[config.mk]
export PLATFORM = sky130hd
export DESIGN_NAME = alu_issue_arbiter
export DESIGN_NICKNAME = d
export VERILOG_FILES = /design/src/rtl/rv32i_types.sv /design/src/rtl/alu.sv /design/src/rtl/alu_issue_arbiter_rr_arbiter.sv /design/src/rtl/alu_issue_arbiter.sv
export SDC_FILE = /design/constraint.sdc
export NUM_CORES = 1
export LEC_CHECK = 0
export CAP_MARGIN = 25
export CORE_MARGIN = 2
export CORE_UTILIZATION = 35
export DETAILED_ROUTE_END_ITERATION = 12
export HOLD_SLACK_MARGIN = 0.15
export PLACE_DENSITY = 0.72
export SLEW_MARGIN = 20
export SYNTH_ARGS = -nofsm -noshare
export SYNTH_HDL_FRONTEND = slang
export SYNTH_SLANG_ARGS = --single-unit
[constraint.sdc]
create_clock -name clk -period 7.38 [get_ports clk]
set_input_delay 0.738 -clock clk [delete_from_list [all_inputs] [get_ports clk]]
set_output_delay 0.738 -clock clk [all_outputs]
set_load 0.03 [all_outputs]
[src/rtl/rv32i_types.sv]
// rtl/rv32i_types.sv - shared RV32I pipeline types: ALU op codes and CDB payload
package rv32i_types;

    localparam int TAG_W = 4;

    typedef enum logic [3:0] {
        alu_add  = 4'd0,
        alu_sll  = 4'd1,
        alu_sra  = 4'd2,
        alu_sub  = 4'd3,
        alu_xor  = 4'd4,
        alu_srl  = 4'd5,
        alu_or   = 4'd6,
        alu_and  = 4'd7,
        alu_slt  = 4'd8,
        alu_sltu = 4'd9
    } alu_ops;

    typedef struct packed {
        logic             valid;
        logic [TAG_W-1:0] tag;
        logic [31:0]      data;
    } cdb_t;

endpackage

[src/rtl/alu.sv]
// rtl/alu.sv - combinational RV32I integer ALU
module alu
    import rv32i_types::*;
(
    input  alu_ops      aluop,
    input  logic [31:0] a,
    input  logic [31:0] b,
    output logic [31:0] f
);

    always_comb begin
        case (aluop)
            alu_add:  f = a + b;
            alu_sll:  f = a << b[4:0];
            alu_sra:  f = $unsigned($signed(a) >>> b[4:0]);
            alu_sub:  f = a - b;
            alu_xor:  f = a ^ b;
            alu_srl:  f = a >> b[4:0];
            alu_or:   f = a | b;
            alu_and:  f = a & b;
            alu_slt:  f = {31'b0, $signed(a) < $signed(b)};
            alu_sltu: f = {31'b0, a < b};
            default:  f = a + b;
        endcase
    end

endmodule

[src/rtl/alu_issue_arbiter_rr_arbiter.sv]
// rtl/alu_issue_arbiter_rr_arbiter.sv - combinational round-robin picker, first request at or after rr_ptr
module rr_arbiter #(
    parameter int NUM_REQ = 4,
    parameter int IDX_W   = $clog2(NUM_REQ)
) (
    input  logic [NUM_REQ-1:0] req,
    input  logic               enable,
    input  logic [IDX_W-1:0]   rr_ptr,
    output logic [NUM_REQ-1:0] grant,
    output logic [IDX_W-1:0]   idx,
    output logic               any
);

    logic [IDX_W-1:0] cand;

    // NUM_REQ is a power of two, so the IDX_W-bit add wraps modulo NUM_REQ
    always_comb begin
        grant = '0;
        idx   = '0;
        any   = 1'b0;
        cand  = '0;
        for (int k = 0; k < NUM_REQ; k++) begin
            cand = rr_ptr + IDX_W'(k);
            if (enable && !any && req[cand]) begin
                grant[cand] = 1'b1;
                idx         = cand;
                any         = 1'b1;
            end
        end
    end

endmodule

[src/rtl/alu_issue_arbiter.sv]
// rtl/alu_issue_arbiter.sv - round-robin issue of ready RS entries to the shared ALU, one-deep CDB output stage
module alu_issue_arbiter #(
    parameter int NUM_REQ = 4,
    parameter int TAG_W   = rv32i_types::TAG_W
) (
    input  logic                                clk,
    input  logic                                rst,
    input  logic                                flush,
    input  logic [NUM_REQ-1:0]                  req_valid,
    input  rv32i_types::alu_ops [NUM_REQ-1:0]   req_aluop,
    input  logic [NUM_REQ-1:0][31:0]            req_a,
    input  logic [NUM_REQ-1:0][31:0]            req_b,
    input  logic [NUM_REQ-1:0][TAG_W-1:0]       req_tag,
    output logic [NUM_REQ-1:0]                  req_grant,
    output logic                                cdb_valid,
    input  logic                                cdb_ready,
    output logic [TAG_W-1:0]                    cdb_tag,
    output logic [31:0]                         cdb_data
);

    localparam int IDX_W = $clog2(NUM_REQ);

    logic                 accept;
    logic                 any_grant;
    logic [IDX_W-1:0]     rr_ptr;
    logic [IDX_W-1:0]     grant_idx;
    rv32i_types::alu_ops  sel_op;
    logic [31:0]          sel_a;
    logic [31:0]          sel_b;
    logic [TAG_W-1:0]     sel_tag;
    logic [31:0]          alu_f;

    // The output slot is free when empty or being drained this edge
    assign accept = !flush && (!cdb_valid || cdb_ready);

    rr_arbiter #(
        .NUM_REQ (NUM_REQ),
        .IDX_W   (IDX_W)
    ) u_rr_arbiter (
        .req    (req_valid),
        .enable (accept && !rst),
        .rr_ptr (rr_ptr),
        .grant  (req_grant),
        .idx    (grant_idx),
        .any    (any_grant)
    );

    always_comb begin
        sel_op  = rv32i_types::alu_add;
        sel_a   = '0;
        sel_b   = '0;
        sel_tag = '0;
        for (int i = 0; i < NUM_REQ; i++) begin
            if (req_grant[i]) begin
                sel_op  = req_aluop[i];
                sel_a   = req_a[i];
                sel_b   = req_b[i];
                sel_tag = req_tag[i];
            end
        end
    end

    alu u_alu (
        .aluop (sel_op),
        .a     (sel_a),
        .b     (sel_b),
        .f     (alu_f)
    );

    always_ff @(posedge clk or posedge rst) begin
        if (rst) begin
            cdb_valid <= 1'b0;
            cdb_tag   <= '0;
            cdb_data  <= '0;
            rr_ptr    <= '0;
        end else if (flush) begin
            cdb_valid <= 1'b0;
        end else if (any_grant) begin
            cdb_valid <= 1'b1;
            cdb_tag   <= sel_tag;
            cdb_data  <= alu_f;
            rr_ptr    <= grant_idx + IDX_W'(1);
        end else if (cdb_valid && cdb_ready) begin
            cdb_valid <= 1'b0;
        end
    end

endmodule

======== After elaboration in Yosys (flattened, before gate mapping) ========
Index checks and enable logic that the tools add are counted.
word-level totals
  flip-flop bits (word level) ............. 39
  latch bits .............................. 0
  bits in writable memories ............... 0
  bits in read-only memories .............. 0
  bits of input ports ..................... 296
  output and inout port bits .............. 41
  logic and storage cells ................. 110
  memories kept ........................... 0
operators by class
  $add $sub $neg .......................... 6
  multipliers ............................. 0
  div/mod/pow operators ................... 0
  magnitude comparators ................... 10
  equal/unequal tests ..................... 9
  shift-type cells ........................ 3
  muxes and demuxes ....................... 48
  bitwise operators ....................... 7
  reduce and logical (&&, ||, !) cells .... 23
operators with widths
  cell                                                                   count
  32-bit one-hot mux with 9 select lines                                 1
  32-bit two-way mux                                                     8
  32-bit < comparator                                                    2
  4-bit two-way mux                                                      12
  32-bit adder                                                           1
  32-bit bitwise AND                                                     1
  32-bit OR                                                              1
  32-bit by 5-bit << shifter with 32-bit output                          1
  32-bit by 5-bit right shift with 32-bit output                         1
  32-bit by 5-bit >>> shifter with 32-bit output                         1
  32-bit subtractor                                                      1
  32-bit XOR                                                             1
  4-bit by 3-bit equality test with 1-bit output, second input constant  4
  1-bit two-way mux                                                      15
  1-bit logical AND                                                      14
  2-bit by 3-bit < comparator with 1-bit output, second input constant   4
  4-bit OR                                                               3
  1-bit binary-select mux with 2-bit select                              4
  1-bit demux with 2-bit select                                          4
  4-bit by 2-bit equality test with 1-bit output, second input constant  2
  4-bit equality test, second input constant                             2
  2-bit by 1-bit >= comparator with 1-bit output, second input constant  4
  2-bit two-way mux                                                      4
  1-bit logical NOT                                                      6
  other kinds (7)                                                        9

======== Longest topological paths before layout ========
Gate-level depths: netlist (run 1).
  word-level depth ........................ 24
  gate-level depth with buffers ........... 33
  gate-level depth less buffers ........... 27

======== Cells and area by module ========
From an unflattened synthesis (run 1), not the netlist that was laid out.
unflattened totals
  cells, all modules ...................... 1,823
  area, all modules ....................... 13,683.1 µm²
modules (own cells, without submodules)
  module             times used  cells each  area an instance (µm²)  sequential area each (µm²)
  alu                1           1,327       9,170.0                 0.0
  alu_issue_arbiter  1           430         3,963.8                 975.9
  rr_arbiter         1           66          549.3                   0.0

======== Least setup slack after synthesis (run 1) ========
OpenSTA, ideal clock, no wires.
  kind .................................... reg-to-reg
  start ................................... register rr_ptr[1]
  end ..................................... register cdb_data[30]
  library setup time ...................... 0.126 ns
  arrival time ............................ 6.885 ns
  data required time ...................... 7.254 ns
  setup slack ............................. 0.369 ns
  stages on the path, launching flop included .. 31
  buffers on the path ..................... 7
  clock period less this slack ............ 7.011 ns
  cells stage by stage .................... dfrtp_1 > buf_4 > inv_1 > ha_1 > buf_4 > mux2_2 > nand3_1 > a21oi_2 > mux2_2 > nor2_2 > inv_2 > clkbuf_1 > a211oi_1 > a221o_1 > clkbuf_1 > clkbuf_1 > buf_1 > ha_1 > clkbuf_1 > a221oi_1 > o2111ai_1 > a21boi_0 > o31ai_1 > a21oi_1 > a31oi_1 > o21ai_0 > a2111oi_0 > nor3_1 > mux2i_1 > nor2_1 > o32a_1
between the ends
  word-level cells in the longest chain between the ends .. 22
  elaborated cells between the ends (all ways) .. 83
  classes of those cells .................. add/sub: 5; order compare: 8; eq/ne: 9; shift: 3; mux: 37; bitwise: 6; reduce/logical: 15
RTL lines
  element                                                                                 line                     RTL
  start, declared                                                                         alu_issue_arbiter.sv:25  logic [IDX_W-1:0] rr_ptr;
  start signal, assigned                                                                  alu_issue_arbiter.sv:82  rr_ptr <= grant_idx + IDX_W'(1);
  branches (longest 22 deep; another with 2-bit by 3-bit < comparator with 1-bit output)  n/a
  end signal, assigned                                                                    alu_issue_arbiter.sv:81  cdb_data <= alu_f;
  end, declared                                                                           alu_issue_arbiter.sv:18  output logic [31:0] cdb_data
Parallel ways; which one is timed is not known. The select of a mux whose other input is x is not followed.
A chain may end at the register's enable or synchronous reset.

======== Final worst setup path (run 1) ========
  start ................................... input req_valid[2]
  end ..................................... register cdb_data[0]
between the ends
  word-level cells in the longest chain between the ends .. 22
  elaborated cells between the ends (all ways) .. 62
  classes of those cells .................. add/sub: 2; order compare: 2; eq/ne: 9; shift: 3; mux: 29; bitwise: 6; reduce/logical: 11
RTL lines
  element                                                               line                                RTL
  start, declared                                                       alu_issue_arbiter.sv:9              input logic [NUM_REQ-1:0] req_valid,
  1-bit binary-select mux with 2-bit select                             alu_issue_arbiter_rr_arbiter.sv:24  if (enable && !any && req[cand]) begin
  1-bit two-way mux (not written as such)                               alu_issue_arbiter_rr_arbiter.sv:24
  1-bit logical AND                                                     alu_issue_arbiter_rr_arbiter.sv:24
  1-bit two-way mux                                                     alu_issue_arbiter_rr_arbiter.sv:24
  1-bit logical NOT                                                     alu_issue_arbiter_rr_arbiter.sv:24
  1-bit logical AND (2 in a row)                                        alu_issue_arbiter_rr_arbiter.sv:24
  1-bit two-way mux                                                     alu_issue_arbiter_rr_arbiter.sv:24
  1-bit logical NOT                                                     alu_issue_arbiter_rr_arbiter.sv:24
  1-bit logical AND (2 in a row)                                        alu_issue_arbiter_rr_arbiter.sv:24
  1-bit two-way mux                                                     alu_issue_arbiter_rr_arbiter.sv:24
  1-bit logical NOT                                                     alu_issue_arbiter_rr_arbiter.sv:24
  1-bit logical AND (2 in a row)                                        alu_issue_arbiter_rr_arbiter.sv:24
  4-bit two-way mux                                                     alu_issue_arbiter_rr_arbiter.sv:24
  32-bit two-way mux or 4-bit two-way mux (tied branches) (4 in a row)  alu_issue_arbiter.sv:54             if (req_grant[i]) begin
  32-bit adder (tied with other cells)                                  alu.sv:13, alu.sv:23
  32-bit one-hot mux with 9 select lines                                alu.sv:12                           case (aluop)
Several ways; a longest one is shown, not always the timed one. The select of a mux whose other input is x is not followed.

==> out/results.tsv, run 1 <==
metric	value	unit
total power	11.2	mW
Seq/Total Area, Yosys	7.34	%
worst skew pair latency	0.33	ns
final setup skew	0.0101	ns
core footprint	0.0376	mm2
post-synthesis instance area	0.0133	mm2
mean area per synthesized cell	6.73	um2
GRT Resource Usage Total	40.3	%
DRC Markers	0	
leading cell types in the layout, fill and taps excluded	clkdlybuf4s50_1, nor2_1, nand2_1	
number of detailed-route iterations in the first pass	7	
Synth top area share	11.7	%
deepest clock path buffer count	2	
initial antenna violation count	1	
Antenna Violating Nets Remaining	0	
worst relative slew slack	23.9	%
Post-Syn Instances	1975	
Synth Area in Adders	9.90	%
VDD IR max	0.314	mV
area leader, netlist	mux2i_1	
gpl congestion	1.09	
H-tree levels	2	
vias per cell	6.57	
root buf cell	clkbuf_16	
# setup viols final	0	
critical path class	in2reg	
share of cells above drive strength 1	11.1	%
Area contributors post-synth	mux2i_1, ha_1, dfrtp_1	
leakage	7.23	nW
die area	0.0396	mm2
final setup margin	0.418	ns
Netlist cell types	93	
Slew @ Worst Pin	1.14	ns
Sequential Power Share	3.4	%
type of the most critical hold path	reg2reg	
initial core utilization	35.4	%
PD cells	616	mW/mm2
Synth Area in Compound Gates	36.8	%
CTS clk-pin slew, worst paths	0.08	ns
Combinational Power Share	94.3	%
power share of the clock group	2.3	%
maximum capacitance violations	0	
DP Worst Slack	-0.140	ns
final max-slew violation count	0	
CP startpoint kind	input port	
most common cell after layout, fill and taps aside	clkdlybuf4s50_1	
fmax	144	MHz
nets	2722	
Die Height	199	um
setup bufs post-CTS	0	
WL per Instance	29.1	um
Top Ports	337	
final period utilization	94.3	%
run status	completed	
total grt overflow	0	
number of global-route vias before repair	17400	
Worst Path Arrival	7.15	ns
TritonCTS clock tree	done	
Sw Pwr	7.19	mW
syn_nets	2375	
total CTS buffers	5	
top_reg_cell synth	dfrtp_1	
wire length of the first global-routing pass	117000	um
cell internal pwr	3.98	mW
fraction of registers with async set/reset	100	%
Die W	199	um
worst-path fanout max	55	
largest net degree at the start of global routing	56	
Iteration-0 DRC Markers	2586	
total wire length	82400	um
main combinational cell family by area after synthesis	compound AO/OA/AOI/OAI gates	
Fin Hold WS	0.513	ns
Final Critical Period	6.96	ns
HPWL after DPL	63900	um
Hold Vio Cnt, Final	0	
Crit. End Element	flip-flop	
Post-Synth Simple-Gate Area	22.7	%
# rows	71	
Critical Path RT	7.57	ns
clk sink count	39	
Seq cells post-synth	39	
XOR/XNOR Fraction of Synth Area	1.91	%
mux share of post-synthesis cell area	12.6	%
via count	18600	
hold_buf cts	0	
area delta synth->final	36.4	%
sw frac	64.4	%
PortBufs	336	
Post-synth EDFFs	0	
Syn. warnings	0	
==> logic make-up (layout without fill, tap and decap cells) <==
family	after synthesis	count (layout)
DFF	39	39
muxes	166	166
adders and majority gates	104	104
other	0	1
and+or+nand+nor	668	668
xor gates and xnor gates	29	29
buffers and inverters	269	617
AOI/OAI and AO/OA	700	700
==> sequential cells by signal, indices dropped and copies added (netlist names) <==
| register | flops |
|---|---|
| rr_ptr | 2 |
| cdb_data | 32 |
| cdb_tag | 4 |
| cdb_valid | 1 |
==> cell type report <==
cell class	count	area (um2)
Fill cell	3767	19400
Multi-Input combinational cell	1667	11200
Timing Repair Buffer	507	4750
Sequential cell	39	976
Tap cell	511	639
Inverter	102	389
Clock buffer	7	133
Clock inverter	1	5.00
Antenna cell	1	2.50
==> power groups by stage <==
stage / Clock (mW) / Combinational [mW] / Sequential [mW]
2_1_floorplan: 0 / 5.78 / 0.497
3_3_place_gp: 0 / 9.92 / 0.380
3_5_place_dp: 0 / 9.90 / 0.379
4_1_cts: 0.258 / 9.94 / 0.376
5_1_grt: 0.264 / 10.9 / 0.383
6_report: 0.262 / 10.5 / 0.378
==> worst paths after layout <==
check / endpoint / cells after the start / start / slack (ns)
max in group asynchronous: cdb_data[9] / 3 / rst / 5.84
worst min-delay path: cdb_data[4] / 2 / cdb_data[4] / 0.51
worst min register to register: cdb_data[4] / 2 / cdb_data[4] / 0.51
worst max register to register: cdb_data[0] / 25 / rr_ptr[1] / 0.43
worst max-delay path: cdb_data[0] / 23 / req_valid[2] / 0.42
min in group asynchronous: cdb_data[2] / 3 / rst / 0.98
==> critical path, stage by stage <==
cell and delay (ns):
clkdlybuf4s50_1 0.61, mux2i_1 0.15, o32a_2 0.44, or3_1 0.40, and2_2 0.25, clkinv_4 0.13
buf_12 0.24, buf_4 0.23, a211oi_1 0.08, a211oi_2 0.51, ha_1 0.37, or4_1 0.59
nand2b_1 0.19, or4_1 0.44, o21ai_0 0.17, buf_4 0.14, a221o_1 0.19, a21o_1 0.21
a21oi_1 0.13, nor4_1 0.21, nor2_1 0.12, o31ai_1 0.45, a31oi_1 0.14
==> synthesized netlist by cell type (13+ instances only) <==
cell type and n:
nor3_1 79, a211oi_1 67, a31oi_1 25, o21bai_1 16, a2111oi_0 13, nor4_1 21
clkbuf_1 75, o211ai_1 14, o221ai_1 13, nand3_1 66, nor2_1 227, xnor2_1 18
dfrtp_1 39, o32ai_1 14, a211oi_2 25, a22oi_1 43, buf_2 51, a21o_1 16
nand4_1 16, nand2b_1 13, a21oi_1 171, buf_1 24, o31ai_1 15, inv_1 94
ha_1 102, o22ai_1 24, o21ai_0 125, mux2i_1 156, nand2_1 188
==> metal layers <==
layer	wire [um]	track usage (%)	vias to the layer above
li1	-	-	8080
met1	32000	52.0	8884
met2	35100	60.6	1385
met3	11000	13.3	270
met4	4280	17.9	0
met5	0	0	-
==> per-stage QoR <==
step | instances | util [%] | TNS (ns) | area, um2
2_1_floorplan | 1975 | - | 0 | 13300
3_3_place_gp | 2826 | 47.8 | 0 | 18000
3_5_place_dp | 2826 | 47.8 | -0.221 | 18000
4_1_cts | 2834 | 48.2 | 0 | 18100
5_1_grt | 2834 | 48.2 | -0.00368 | 18100
6_report | 2835 | 48.2 | 0 | 18100
==> timing repair <==
item                       4_1_cts  5_1_grt
hold endpoints to repair         0        0
resized for setup                0       11
setup endpoints to repair        0        9
No activity file was read; power rests on OpenSTA's default activity.
==> run 2, diff against run 1 <==
--- a/config.mk
+++ b/config.mk
@@ -9,8 +9,9 @@
 export CORE_MARGIN = 2
 export CORE_UTILIZATION = 35
 export DETAILED_ROUTE_END_ITERATION = 12
+export DONT_BUFFER_PORTS = 1
 export HOLD_SLACK_MARGIN = 0.15
-export PLACE_DENSITY = 0.72
+export PLACE_DENSITY = 0.6
 export SLEW_MARGIN = 20
 export SYNTH_ARGS = -nofsm -noshare
 export SYNTH_HDL_FRONTEND = slang
==> run 2 against run 1 <==
  * Via count decreased by 10%
  * Non-clock buffer count decreased by 382
  * Hold slack got worse by 0.33 ns
  * Flip-flop and latch count unchanged
  * Critical path depth increased by 2
  * Utilization decreased by 9.7 points
  * Cell area decreased by 20%
  * First-iteration DRC count decreased by 15%
  * Wire length decreased by 3.0%
  * Sequential share of layout area increased by 1.4 points
  * Die area unchanged
  * Largest cell class unchanged
==> out/results.tsv, run 2 (synthesis gave the netlist of run 1 again) <==
metric	value	unit
run status	completed	
type of the most critical hold path	in2async	
clk sink count	39	
H-tree levels	2	
die area	0.0396	mm2
Critical Path Sink	cdb_data[31]	
initial antenna violation count	1	
final period utilization	94.8	%
Fin Hold WS	0.181	ns
largest net degree at the start of global routing	96	
Finished Layout Cells	2453	
area delta synth->final	9.00	%
worst-path fanout max	95	
CTS clk-pin slew, worst paths	0.08	ns
Iteration-0 DRC Markers	2209	
maximum capacitance violations	0	
vias per cell	6.83	
number of global-route vias before repair	15400	
Most flops, register	cdb_data	
fillers	4094	
worst relative slew slack	24.1	%
total CTS buffers	5	
GRT Resource Usage Total	39.2	%
Post-DP Area	0.0142	mm2
Antenna Violating Nets Remaining	0	
worst flop-to-flop path startpoint	rr_ptr[1]	
final setup skew	0.0181	ns
PortBufs	0	
DRC Markers	0	
Crit. End Element	flip-flop	
fmax	143	MHz
critical path class	reg2reg	
final max-slew violation count	0	
dpl cells	2444	
Slew @ Worst Pin	1.13	ns
CP startpoint kind	flip-flop	
# setup viols final	0	
setup bufs post-CTS	0	
nets	2340	
Worst Path Arrival	7.25	ns
gpl congestion	1.02	
crit path launch	rr_ptr[1]	
# rows	71	
reg-to-reg setup timing slack	0.39	ns
Critical Path RT	7.63	ns
hold_buf cts	0	
RR Endpoint	cdb_data[31]	
Die Height	199	um
r2r worst-path depth	25	
Largest register FFs	32	
deepest clock path buffer count	2	
post-route cell area	0.0145	mm2
worst skew pair latency	0.32	ns
Top Ports	337	
WL per Instance	32.6	um
setup TNS	0	ns
Die W	199	um
total grt overflow	0	
RSZ-0062 raised after global routing	yes	
leading cell types in the layout, fill and taps excluded	nor2_1, nand2_1, a21oi_1	
most common cell after layout, fill and taps aside	nor2_1	
HPWL after DPL	62600	um
number of detailed-route iterations in the first pass	8	
Final Critical Period	6.99	ns
wire length of the first global-routing pass	112000	um
TritonCTS clock tree	done	
Regs by FF count	cdb_data (32), cdb_tag (4), rr_ptr (2)	
via count	16800	
total wire length	79900	um
core footprint	0.0376	mm2
share of cells above drive strength 1	11.6	%
Hold Vio Cnt, Final	0	
initial core utilization	35.4	%
root buf cell	clkbuf_16	
## run 2: cell types whose count changed in the layout (fill, tap and decap cells not counted), sizes merged
cell / before / now
bufinv: 0 / 1
inv: 98 / 100
dlymetal6s2s: 1 / 0
buf: 171 / 125
clkinv: 5 / 3
clkdlybuf4s50: 335 / 0
clkbuf: 7 / 6
## run 2: worst max-delay path, stage by stage, from the launching register on
cell      delay [ns]
dfrtp_1         0.35
inv_1           0.07
ha_1            0.48
mux2_2          0.41
nor3_1          0.23
o21ai_2         0.16
o221a_2         0.32
and2_2          0.22
clkinv_4        0.20
buf_12          0.33
a211oi_1        0.11
a211oi_2        0.40
ha_1            0.34
a211oi_1        0.10
o31ai_1         0.53
a41oi_2         0.25
o32ai_1         0.49
nor4_1          0.11
nor3_2          0.41
a311oi_2        0.21
o21ai_0         0.32
a31oi_1         0.15
xor2_1          0.17
o21ai_0         0.24
o32ai_1         0.11
a21oi_1         0.14
## run 2: layer usage
layer / track usage (%) / part of all wire (%) / up-vias / wire [um]
met3: 8.95 / 11 / 173 / 9140
met1: 53.7 / 41 / 8122 / 32900
met5: 0 / 0 / - / 0
met4: 14.2 / 4.5 / 0 / 3570
li1: - / - / 7286 / -
met2: 59.7 / 43 / 1169 / 34200
## run 2: cell type report
| type | count | area, um2 | area share (%) |
|---|---|---|---|
| clock inverters | 2 | 38.8 | 0.268 |
| flip-flops and latches | 39 | 976 | 6.73 |
| diodes | 1 | 2.50 | 0.0173 |
| repair buffers | 125 | 1020 | 7.05 |
| inverters | 102 | 389 | 2.69 |
| well taps | 511 | 639 | 4.41 |
| clock buffers | 6 | 139 | 0.958 |
| multi-input cells | 1667 | 11300 | 77.9 |
## run 2: metrics by stage
step | setup WS [ns] | util, %
after floorplan | 0.369 | -
after global placement | 0.189 | 37.9
after detailed placement | 0.0388 | 37.9
after CTS | 0.170 | 38.4
after global routing | -0.0333 | 38.6
final | 0.386 | 38.6
## run 2: worst min-delay path by stage
stage / end / start / slack (ns) / cells after the start
floorplan: cdb_data[1] / cdb_data[1] / 0.66 / 2
global placement: cdb_valid / rst / 0.53 / 1
detailed placement: cdb_valid / rst / 0.53 / 1
CTS: rr_ptr[1] / rst / 0.19 / 1
global route: cdb_data[4] / rst / 0.20 / 1
finish: cdb_valid / rst / 0.18 / 1
## run 2: what timing repair did
item	CTS	global route
setup endpoints to repair	1	10
gates resized for setup	1	19
hold endpoints to repair	0	0
Power of run 2 is left out: the tool's default activity adds up to more than one toggle a clock period on the data nets, which glitch-free logic cannot reach.
